$ cat src/rtl/wb_copy_master_pkg.sv
// Shared types and constants for the Wishbone copy master.
package wb_copy_master_pkg;

    typedef enum logic [2:0] {
        IDLE,
        RD,
        RD_GAP,
        WR,
        WR_GAP,
        FINISH
    } state_e;

    localparam int WB_WORD_BYTES = 4;

    function automatic int tmo_cnt_width(input int timeout_cycles);
        return $clog2(timeout_cycles + 1);
    endfunction

endpackage

$ cat src/rtl/wb_copy_master_timeout.sv
// Bus-request watchdog: counts cycles spent waiting for a slave termination.
import wb_copy_master_pkg::*;

module wb_timeout_counter #(
    parameter int TIMEOUT_CYCLES = 255,
    parameter int CNT_W          = tmo_cnt_width(TIMEOUT_CYCLES)
) (
    input  logic sys_clk,
    input  logic sys_rst,
    input  logic clear,
    input  logic enable,
    output logic expired
);

    logic [CNT_W-1:0] cnt_q, cnt_d;

    // Fires in the last waiting cycle so the request sees exactly TIMEOUT_CYCLES strobes.
    assign expired = enable && (cnt_q == CNT_W'(TIMEOUT_CYCLES - 1));

    always_comb begin
        cnt_d = cnt_q;
        if (clear) begin
            cnt_d = '0;
        end else if (enable && !expired) begin
            cnt_d = cnt_q + CNT_W'(1);
        end
    end

    always_ff @(posedge sys_clk) begin
        if (sys_rst) begin
            cnt_q <= '0;
        end else begin
            cnt_q <= cnt_d;
        end
    end

endmodule

$ cat src/rtl/wb_copy_master.sv
// Wishbone initiator copying len words from src_addr to dst_addr, one read then one
// write per word, with an idle cycle after every transfer for held-ack slaves.
import wb_copy_master_pkg::*;

module wb_copy_master #(
    parameter int ADDR_WIDTH     = 32,
    parameter int LEN_WIDTH      = 16,
    parameter int TIMEOUT_CYCLES = 255
) (
    input  logic                  sys_clk,
    input  logic                  sys_rst,
    input  logic                  start,
    input  logic [ADDR_WIDTH-1:0] src_addr,
    input  logic [ADDR_WIDTH-1:0] dst_addr,
    input  logic [LEN_WIDTH-1:0]  len,
    output logic                  busy,
    output logic                  done,
    output logic                  error,
    output logic [LEN_WIDTH-1:0]  words_left,
    output logic                  wb_cyc,
    output logic                  wb_stb,
    output logic                  wb_we,
    output logic [ADDR_WIDTH-1:0] wb_adr,
    output logic [31:0]           wb_mosi,
    input  logic [31:0]           wb_miso,
    input  logic                  wb_ack,
    input  logic                  wb_err
);

    localparam logic [ADDR_WIDTH-1:0] STEP = ADDR_WIDTH'(WB_WORD_BYTES);

    state_e                state_q, state_d;
    logic [ADDR_WIDTH-1:0] src_q, src_d;
    logic [ADDR_WIDTH-1:0] dst_q, dst_d;
    logic [31:0]           data_q, data_d;
    logic [LEN_WIDTH-1:0]  words_left_q, words_left_d;
    logic                  error_q, error_d;
    logic                  busy_q, busy_d;
    logic                  done_q, done_d;
    logic                  cyc_q, cyc_d;
    logic                  we_q, we_d;
    logic [ADDR_WIDTH-1:0] adr_q, adr_d;
    logic [31:0]           mosi_q, mosi_d;
    logic                  in_req;
    logic                  tmo_expired;

    assign in_req = (state_q == RD) || (state_q == WR);

    wb_timeout_counter #(
        .TIMEOUT_CYCLES(TIMEOUT_CYCLES)
    ) u_timeout (
        .sys_clk (sys_clk),
        .sys_rst (sys_rst),
        .clear   (!in_req),
        .enable  (in_req),
        .expired (tmo_expired)
    );

    always_comb begin
        state_d      = state_q;
        src_d        = src_q;
        dst_d        = dst_q;
        data_d       = data_q;
        words_left_d = words_left_q;
        error_d      = error_q;

        case (state_q)
            IDLE: begin
                if (start) begin
                    src_d        = {src_addr[ADDR_WIDTH-1:2], 2'b00};
                    dst_d        = {dst_addr[ADDR_WIDTH-1:2], 2'b00};
                    words_left_d = len;
                    error_d      = 1'b0;
                    state_d      = (len != '0) ? RD : FINISH;
                end
            end
            RD: begin
                if (wb_err) begin
                    error_d = 1'b1;
                    state_d = FINISH;
                end else if (wb_ack) begin
                    data_d  = wb_miso;
                    src_d   = src_q + STEP;
                    state_d = RD_GAP;
                end else if (tmo_expired) begin
                    error_d = 1'b1;
                    state_d = FINISH;
                end
            end
            RD_GAP: state_d = WR;
            WR: begin
                if (wb_err) begin
                    error_d = 1'b1;
                    state_d = FINISH;
                end else if (wb_ack) begin
                    dst_d        = dst_q + STEP;
                    words_left_d = words_left_q - LEN_WIDTH'(1);
                    state_d      = WR_GAP;
                end else if (tmo_expired) begin
                    error_d = 1'b1;
                    state_d = FINISH;
                end
            end
            WR_GAP: state_d = (words_left_q == '0) ? FINISH : RD;
            FINISH: state_d = IDLE;
            default: state_d = IDLE;
        endcase

        // Bus outputs are registered, so derive them from the upcoming state.
        busy_d = (state_d != IDLE);
        done_d = (state_q == FINISH);
        cyc_d  = (state_d == RD) || (state_d == WR);
        we_d   = (state_d == WR);
        adr_d  = adr_q;
        mosi_d = mosi_q;
        if (state_d == RD) begin
            adr_d = src_d;
        end else if (state_d == WR) begin
            adr_d  = dst_d;
            mosi_d = data_d;
        end
    end

    always_ff @(posedge sys_clk) begin
        if (sys_rst) begin
            state_q      <= IDLE;
            src_q        <= '0;
            dst_q        <= '0;
            data_q       <= '0;
            words_left_q <= '0;
            error_q      <= 1'b0;
            busy_q       <= 1'b0;
            done_q       <= 1'b0;
            cyc_q        <= 1'b0;
            we_q         <= 1'b0;
            adr_q        <= '0;
            mosi_q       <= '0;
        end else begin
            state_q      <= state_d;
            src_q        <= src_d;
            dst_q        <= dst_d;
            data_q       <= data_d;
            words_left_q <= words_left_d;
            error_q      <= error_d;
            busy_q       <= busy_d;
            done_q       <= done_d;
            cyc_q        <= cyc_d;
            we_q         <= we_d;
            adr_q        <= adr_d;
            mosi_q       <= mosi_d;
        end
    end

    assign busy       = busy_q;
    assign done       = done_q;
    assign error      = error_q;
    assign words_left = words_left_q;
    assign wb_cyc     = cyc_q;
    assign wb_stb     = cyc_q;
    assign wb_we      = we_q;
    assign wb_adr     = adr_q;
    assign wb_mosi    = mosi_q;

endmodule
$ cat config.mk
export PLATFORM = sky130hd
export DESIGN_NAME = wb_copy_master
export DESIGN_NICKNAME = d
export VERILOG_FILES = /design/src/rtl/wb_copy_master_pkg.sv /design/src/rtl/wb_copy_master_timeout.sv /design/src/rtl/wb_copy_master.sv
export SDC_FILE = /design/constraint.sdc
export NUM_CORES = 1
export LEC_CHECK = 0
export ABC_AREA = 1
export CAP_MARGIN = 20
export CORE_UTILIZATION = 52
export DETAILED_ROUTE_END_ITERATION = 7
export MAX_ROUTING_LAYER = met4
export PLACE_DENSITY_LB_ADDON = 0.12
export SLEW_MARGIN = 20
export SYNTH_ARGS = -nofsm -noshare
export SYNTH_HDL_FRONTEND = slang
export SYNTH_HIERARCHICAL = 1
export SYNTH_SLANG_ARGS = --single-unit
$ cat constraint.sdc
create_clock -name sys_clk -period 3 [get_ports sys_clk]
set_clock_uncertainty 0.15 [all_clocks]
set_input_delay 0.3 -clock sys_clk [delete_from_list [all_inputs] [get_ports sys_clk]]
set_output_delay 0.3 -clock sys_clk [all_outputs]
set_load 0.02 [all_outputs]
# After elaboration in Yosys (flattened, before gate mapping)
# Index checks and enable logic that the tools add are counted.
dict set report totals {
  inputBits 117
  out_inout_bits 86
  regBits 192
  wordCells 80
}
dict set report classes {
  n_eq_ne 13
  n_reduce_logical 17
  muxes 31
  bitwise 2
  n_addsub 4
}
# op count
set ops {}
lappend ops {{$mux 32} 11}
lappend ops {{$pmux 32 s2} 2}
lappend ops {{$add 32x3->32 const B} 2}
lappend ops {{$mux 16} 3}
lappend ops {{$pmux 16 s2} 1}
lappend ops {{$mux 3} 8}
lappend ops {{$logic_not 16->1} 1}
lappend ops {{$reduce_bool 16->1} 1}
lappend ops {{$sub 16x1->16 const B} 1}
lappend ops {{$pmux 3 s5} 1}
lappend ops {{$eq 3x2->1 const B} 3}
lappend ops {{$add 8x1->8 const B} 1}
lappend ops {{$eq 8x8->1 const B} 1}
lappend ops {{$reduce_and 4->1} 2}
lappend ops {{$eq 3x1->1 const B} 2}
lappend ops {{$eq 3x3->1 const B} 2}
lappend ops {{$ne 2x2->1 const B} 3}
lappend ops {{$reduce_bool 2->1} 3}
lappend ops {{$mux 1} 4}
lappend ops {{$reduce_or 2->1} 2}
lappend ops {{$logic_not 3->1} 1}
lappend ops {{$ne 3x1->1 const B} 1}
lappend ops {{$ne 3x2->1 const B} 1}
lappend ops {{$reduce_bool 3->1} 1}
lappend ops {{other kinds (6)} 9}

# Logic depth before layout (Yosys ltp)
dict set report logic_depth {
  ltp_word 10
  depth_mapped 17
  depth_no_buf 16
}

# Modules after synthesis
# The synthesis kept the hierarchy.
# module seq_area_each_um2 cells_each instances area_per_inst_um2
set modules_own_cells {}
lappend modules_own_cells {wb_copy_master 3683.5 1508 1 9718.1}
lappend modules_own_cells {wb_timeout_counter 160.2 70 1 481.7}

# Worst setup path after synthesis
# Ideal clock, no wire load.
dict set report synth_timing {
  path_kind {register to register}
  from {register u_timeout.cnt_q[0]}
  to {register adr_q[2], in the netlist wb_adr[2]}
  path_stages_with_launch 18
  n_path_buf 1
  period_less_slack_ns 2.123
  setup_time_ns 0.057
  arrival_time_ns 1.916
  slack_ns 0.877
  t_required_ns 2.793
  cell_sequence {dfxtp_1 inv_1 ha_1 inv_1 nor2_1 nand2_4 nor2_1 o21ai_0 nand2_1 inv_2 nor2_2 nand2_1 nor2_4 buf_4 nand2_1 nand3_1 nand2_1 inv_1}
}
dict set report synth_via {
  elab_chain_len 8
  word_cells_on_any_way 12
  cone_classes {eq/ne: 3; mux: 7; reduce/logical: 2}
}
# element line
set synth_rtl {}
lappend synth_rtl {{start: declaration} wb_copy_master_timeout.sv:15} ;# logic [CNT_W-1:0] cnt_q, cnt_d;
lappend synth_rtl {{start signal: assignment} wb_copy_master_timeout.sv:33} ;# cnt_q <= cnt_d;
lappend synth_rtl {{$eq 8x8->1 *} wb_copy_master_timeout.sv:18} ;# assign expired = enable && (cnt_q == CNT_W'(TIMEOUT_CYCLES - 1));
lappend synth_rtl {{$logic_and 1x1->1 *} wb_copy_master_timeout.sv:18}
lappend synth_rtl {{named net tmo_expired} wb_copy_master.sv:45} ;# logic tmo_expired;
lappend synth_rtl {{$mux 3 *} {wb_copy_master.sv:85, wb_copy_master.sv:99}}
lappend synth_rtl {{$mux 3, on equally long branches} {wb_copy_master.sv:95, wb_copy_master.sv:81}}
lappend synth_rtl {{$mux 3, on equally long branches} {wb_copy_master.sv:92, wb_copy_master.sv:78}}
lappend synth_rtl {{$pmux 3 s5 *} wb_copy_master.sv:67} ;# case (state_q)
lappend synth_rtl {{$eq 3x1->1 / $eq 3x2->1 (equally long branches)} {wb_copy_master.sv:116, wb_copy_master.sv:118}}
lappend synth_rtl {{$mux 32 / $reduce_bool 2->1 (equally long branches)} --}
lappend synth_rtl {{end signal: assignment} wb_copy_master.sv:149} ;# adr_q <= adr_d;
lappend synth_rtl {{end: declaration} wb_copy_master.sv:42} ;# logic [ADDR_WIDTH-1:0] adr_q, adr_d;
# Mark *: on every way through the listed nets, which the timed path passes. The rest lies on a longest branch.
# A chain may end at the register's enable or synchronous reset.

# Final worst setup path
dict set report layout_timing {
  from {register src_q[2]}
  to {register adr_q[16], in the netlist wb_adr[16]}
}
dict set report layout_via {
  elab_chain_len 5
}
# element line
set layout_rtl {}
lappend layout_rtl {{start: declaration} wb_copy_master.sv:33} ;# logic [ADDR_WIDTH-1:0] src_q, src_d;
lappend layout_rtl {{start signal: assignment} wb_copy_master.sv:140} ;# src_q <= src_d;
lappend layout_rtl {{$add 32x3->32} wb_copy_master.sv:83} ;# src_d = src_q + STEP;
lappend layout_rtl {{$mux 32} wb_copy_master.sv:81} ;# end else if (wb_ack) begin
lappend layout_rtl {{$mux 32} wb_copy_master.sv:78} ;# if (wb_err) begin
lappend layout_rtl {{$pmux 32 s2} wb_copy_master.sv:67}
lappend layout_rtl {{$mux 32} wb_copy_master.sv:116} ;# if (state_d == RD) begin
# Every way passes these cells.

==> impl_metrics.xml <==
<?xml version="1.0" encoding="UTF-8"?>
<metrics>
  <group name="global_route">
    <metric name="gr-usage-all-layers" unit="%">31.5</metric>
    <metric name="grt_overflow_total" unit="">0</metric>
    <metric name="grt_first_pass_wirelength" unit="mm">49.0</metric>
    <metric name="grt_pass1_vias" unit="">9808</metric>
    <metric name="grt_antenna_before_repair" unit="">0</metric>
    <metric name="grt_max_degree" unit="">71</metric>
  </group>
  <group name="placement">
    <metric name="buffer_ports.inserted" unit="">198</metric>
    <metric name="hpwl" unit="mm">21.9</metric>
    <metric name="place.gp.congestion" unit="">0.971</metric>
    <metric name="dp_slack" unit="ns">0.371</metric>
    <metric name="place_area" unit="sq um">12400</metric>
    <metric name="place_inst" unit="">1996</metric>
  </group>
  <group name="clock_network">
    <metric name="cts_tree" unit="">built</metric>
    <metric name="htreeDepth" unit="">4</metric>
    <metric name="clkTransAtPathRegs" unit="ns">0.08</metric>
    <metric name="clock_sinks" unit="">192</metric>
    <metric name="ctsHoldBuffers" unit="">0</metric>
    <metric name="cts-resized-gates" unit="">0</metric>
    <metric name="cts-root-to-sink-buffers" unit="">2</metric>
    <metric name="cts.root.buffer_cell" unit="">sky130_fd_sc_hd__clkbuf_16</metric>
    <metric name="post-cts-setup-buffer-count" unit="">0</metric>
    <metric name="clkLatencyLatePin" unit="ns">0.44</metric>
    <metric name="cts_made_buffers" unit="">17</metric>
  </group>
  <group name="critical_path">
    <metric name="required" unit="ns">3.18</metric>
    <metric name="worstPathArrival" unit="ns">2.72</metric>
    <metric name="timing.critical_path.cells" unit="">ha_1, inv_1, nor2_1, nand2_1, nor2_2, nand3_1, o21ai_0, inv_1, o21ai_2, nand2_1, nand3_1, nand2_1</metric>
    <metric name="worst_r2r_path_depth" unit="">12</metric>
    <metric name="worst_r2r_startpoint" unit="">src_q[2]$_SDFF_PP0_</metric>
    <metric name="startpoint_to_endpoint_class_of_the_critical_path" unit="">reg2reg</metric>
    <metric name="r2r_end" unit="">wb_adr[16]$_SDFFE_PP0P_</metric>
    <metric name="max_stage_delay_on_crit_path" unit="ns">0.40</metric>
    <metric name="timing.critical_path.from" unit="">src_q[2]$_SDFF_PP0_</metric>
    <metric name="critical_path.startpoint_type" unit="">flip-flop</metric>
    <metric name="endpoint_kind" unit="">flip-flop</metric>
    <metric name="cp_slowest_cell" unit="">sky130_fd_sc_hd__dfxtp_1</metric>
    <metric name="crit_path_frequent_cell" unit="">sky130_fd_sc_hd__nand2_1</metric>
    <metric name="crit_fanout" unit="">5</metric>
    <metric name="reg2reg_slack" unit="ns">0.46</metric>
  </group>
  <group name="drt">
    <metric name="drc" unit="">0</metric>
    <metric name="detail_route.iter0.violations" unit="">795</metric>
    <metric name="drt_first_pass_iters" unit="">5</metric>
    <metric name="routed_wire_length_per_instance" unit="um">14.9</metric>
    <metric name="wl" unit="mm">30.2</metric>
    <metric name="detail-route-antenna-nets" unit="">0</metric>
    <metric name="detailroute.via_count" unit="">10700</metric>
    <metric name="post_drt_via_cell_ratio" unit="">5.26</metric>
  </group>
  <group name="logic_synthesis">
    <metric name="synthesis.nets" unit="">1701</metric>
    <metric name="yosys_warnings" unit="">6</metric>
    <metric name="synth-seq-area-share" unit="%">37.7</metric>
    <metric name="yosys.cell_types.count" unit="">44</metric>
    <metric name="synth_top_cells_by_area" unit="">sky130_fd_sc_hd__dfxtp_1 (38%), sky130_fd_sc_hd__nand2_1 (16%), sky130_fd_sc_hd__nand3_1 (7.9%)</metric>
    <metric name="syn_inst" unit="">1578</metric>
    <metric name="netlist.area_leader.share" unit="%">37.7</metric>
    <metric name="synth-seq-cells" unit="">192</metric>
    <metric name="syn_avg_cell_area" unit="sq um">6.46</metric>
    <metric name="syn_area" unit="sq um">10200</metric>
    <metric name="synth_top_cell_by_area" unit="">sky130_fd_sc_hd__dfxtp_1</metric>
  </group>
  <group name="cells_and_area">
    <metric name="final_cell_mix" unit="">sky130_fd_sc_hd__nand2_1 (441), sky130_fd_sc_hd__nor2_1 (207), sky130_fd_sc_hd__clkdlybuf4s50_1 (197)</metric>
    <metric name="most_common_library_cell_in_the_layout_ignoring_fill_and_taps" unit="">sky130_fd_sc_hd__nand2_1</metric>
    <metric name="post-route-util" unit="%">68.9</metric>
    <metric name="layout.filler_cells" unit="">1724</metric>
    <metric name="final-instance-count-excl-fill" unit="">2028</metric>
    <metric name="ant_diodes" unit="">0</metric>
    <metric name="synthToLayoutAreaGrowth" unit="%">28.1</metric>
    <metric name="finish.instance_area" unit="sq um">13100</metric>
    <metric name="fin_nets" unit="">1878</metric>
    <metric name="drive_gt1_share" unit="%">6.33</metric>
  </group>
  <group name="run_status">
    <metric name="status" unit="">finished, final reports clean</metric>
  </group>
  <group name="sta">
    <metric name="finalHoldViolations" unit="">0</metric>
    <metric name="setup_slack" unit="ns">0.457</metric>
    <metric name="setup-violations-final" unit="">0</metric>
    <metric name="setup_tns" unit="ns">0</metric>
    <metric name="max_slew.worst_pin.slew" unit="ns">0.720</metric>
    <metric name="hold_slack" unit="ns">0.0589</metric>
    <metric name="final_slew_viol_count" unit="">0</metric>
    <metric name="fmaxAchievable" unit="GHz">0.393</metric>
    <metric name="grt_setup_unrepaired" unit="">no</metric>
    <metric name="slew-limit-headroom" unit="%">52.0</metric>
    <metric name="min_period_over_period" unit="%">84.8</metric>
    <metric name="fin_crit" unit="ns">2.54</metric>
  </group>
  <group name="floorplan">
    <metric name="die_height" unit="um">142</metric>
    <metric name="die_w" unit="um">142</metric>
    <metric name="placementRows" unit="">50</metric>
    <metric name="dieArea" unit="sq um">20200</metric>
    <metric name="placeableCoreArea" unit="sq um">19000</metric>
    <metric name="top_level_ports" unit="">203</metric>
    <metric name="floorplan.initialDensity" unit="%">53.8</metric>
  </group>
  <group name="hold_path">
    <metric name="min-delay-path-class" unit="">in2reg</metric>
    <metric name="holdCritStartpoint" unit="">sys_rst</metric>
    <metric name="min_delay_worst_endpoint" unit="">src_q[6]$_SDFF_PP0_</metric>
    <metric name="instance_count_along_the_most_critical_hold_path" unit="">2</metric>
  </group>
  <group name="flow_run">
    <metric name="maximum_capacitance_violations" unit="">0</metric>
  </group>
  <group name="power_and_ir_drop">
    <metric name="power_density" unit="nW/um^2">519</metric>
    <metric name="power.ir.vdd_worst" unit="mV">0.424</metric>
    <metric name="total_power" unit="mW">6.78</metric>
    <metric name="power_leakage" unit="nW">5.47</metric>
  </group>
</metrics>
-- area by class of cell --
type,count,area (sq um),share of cell area (%)
clock buffers,17,425,3.26
clock inverters,15,214,1.64
inverters,189,712,5.45
multi-input cells,1130,5320,40.7
flip-flops and latches,192,3840,29.4
well taps,260,325,2.49
repair buffers,225,2220,17.0
-- synth_stat cells --
library cell / instances
sky130_fd_sc_hd__a211oi_1: 33
sky130_fd_sc_hd__a21o_1: 1
sky130_fd_sc_hd__a21oi_1: 73
sky130_fd_sc_hd__a22oi_1: 19
sky130_fd_sc_hd__a22oi_2: 2
sky130_fd_sc_hd__a31oi_1: 7
sky130_fd_sc_hd__and2_1: 1
sky130_fd_sc_hd__and2_2: 1
sky130_fd_sc_hd__buf_1: 5
sky130_fd_sc_hd__buf_2: 17
sky130_fd_sc_hd__buf_4: 5
sky130_fd_sc_hd__buf_6: 4
sky130_fd_sc_hd__clkbuf_1: 36
sky130_fd_sc_hd__clkinv_1: 1
sky130_fd_sc_hd__dfxtp_1: 192
sky130_fd_sc_hd__ha_1: 6
sky130_fd_sc_hd__inv_1: 176
sky130_fd_sc_hd__inv_2: 11
sky130_fd_sc_hd__inv_4: 1
sky130_fd_sc_hd__nand2_1: 441
sky130_fd_sc_hd__nand2_2: 9
sky130_fd_sc_hd__nand2_4: 4
sky130_fd_sc_hd__nand3_1: 160
sky130_fd_sc_hd__nand3_2: 2
sky130_fd_sc_hd__nand3b_1: 5
sky130_fd_sc_hd__nand4_1: 23
sky130_fd_sc_hd__nand4_2: 1
sky130_fd_sc_hd__nor2_1: 207
sky130_fd_sc_hd__nor2_2: 10
sky130_fd_sc_hd__nor2_4: 5
sky130_fd_sc_hd__nor3_1: 10
sky130_fd_sc_hd__nor3_2: 1
sky130_fd_sc_hd__nor3b_1: 1
sky130_fd_sc_hd__nor4_1: 2
sky130_fd_sc_hd__o211ai_1: 11
sky130_fd_sc_hd__o21a_1: 1
sky130_fd_sc_hd__o21ai_0: 51
sky130_fd_sc_hd__o21ai_1: 15
sky130_fd_sc_hd__o21ai_2: 2
sky130_fd_sc_hd__o21bai_1: 4
sky130_fd_sc_hd__o31ai_1: 1
sky130_fd_sc_hd__or2_2: 2
sky130_fd_sc_hd__xnor2_1: 6
sky130_fd_sc_hd__xor2_1: 13
-- layer usage --
layer | GRT usage, % | wire (um) | vias up
met5 | - | 0 | -
met4 | 10.4 | 882 | 0
met3 | 7.00 | 2470 | 66
met2 | 47.8 | 13400 | 421
met1 | 41.5 | 13400 | 4770
li1 | - | - | 5413
-- state kept, by name, indices dropped and copies added, names as in the netlist, 3 cells and up --
signal	count
src_q	32
words_left	16
data_q	32
state_q	3
wb_mosi	32
dst_q	32
wb_adr	32
u_timeout/cnt_q	8
-- power breakdown --
| part | internal, mW | switching (mW) |
|---|---|---|
| clock | 1.18 | 1.24 |
| sequential | 2.72 | 0.159 |
| combinational | 0.600 | 0.879 |
| total | 4.50 | 2.28 |
-- critical path: cells and delay by family (launching register included) --
family	cells	cell delay, ns
fa+ha+maj	1	0.25
flops	1	0.40
buf+inv	2	0.13
compound gates	2	0.26
simple gates	7	1.24
-- worst max-delay path by stage --
| stage | end | slack, ns | depth (start not counted) |
|---|---|---|---|
| 5_1_grt | wb_adr[16]$_SDFFE_PP0P_ | 0.22 | 12 |
| 4_1_cts | wb_adr[16]$_SDFFE_PP0P_ | 0.54 | 12 |
| 3_3_place_gp | wb_adr[20]$_SDFFE_PP0P_ | 0.41 | 12 |
| 2_1_floorplan | wb_adr[2]$_SDFFE_PP0P_ | 0.88 | 17 |
| 6_report | wb_adr[16]$_SDFFE_PP0P_ | 0.46 | 12 |
| 3_5_place_dp | wb_adr[20]$_SDFFE_PP0P_ | 0.37 | 12 |
-- cell families after synthesis --
family	count (synthesis)	synth area share (%)
adders and majority gates	6	0.736
AOI/OAI and AO/OA	220	12.8
and+or+nand+nor	885	37.0
buffers and inverters	256	10.1
DFF	192	37.7
xor gates and xnor gates	19	1.63
Note: power is estimated with default switching activity, not from simulation.
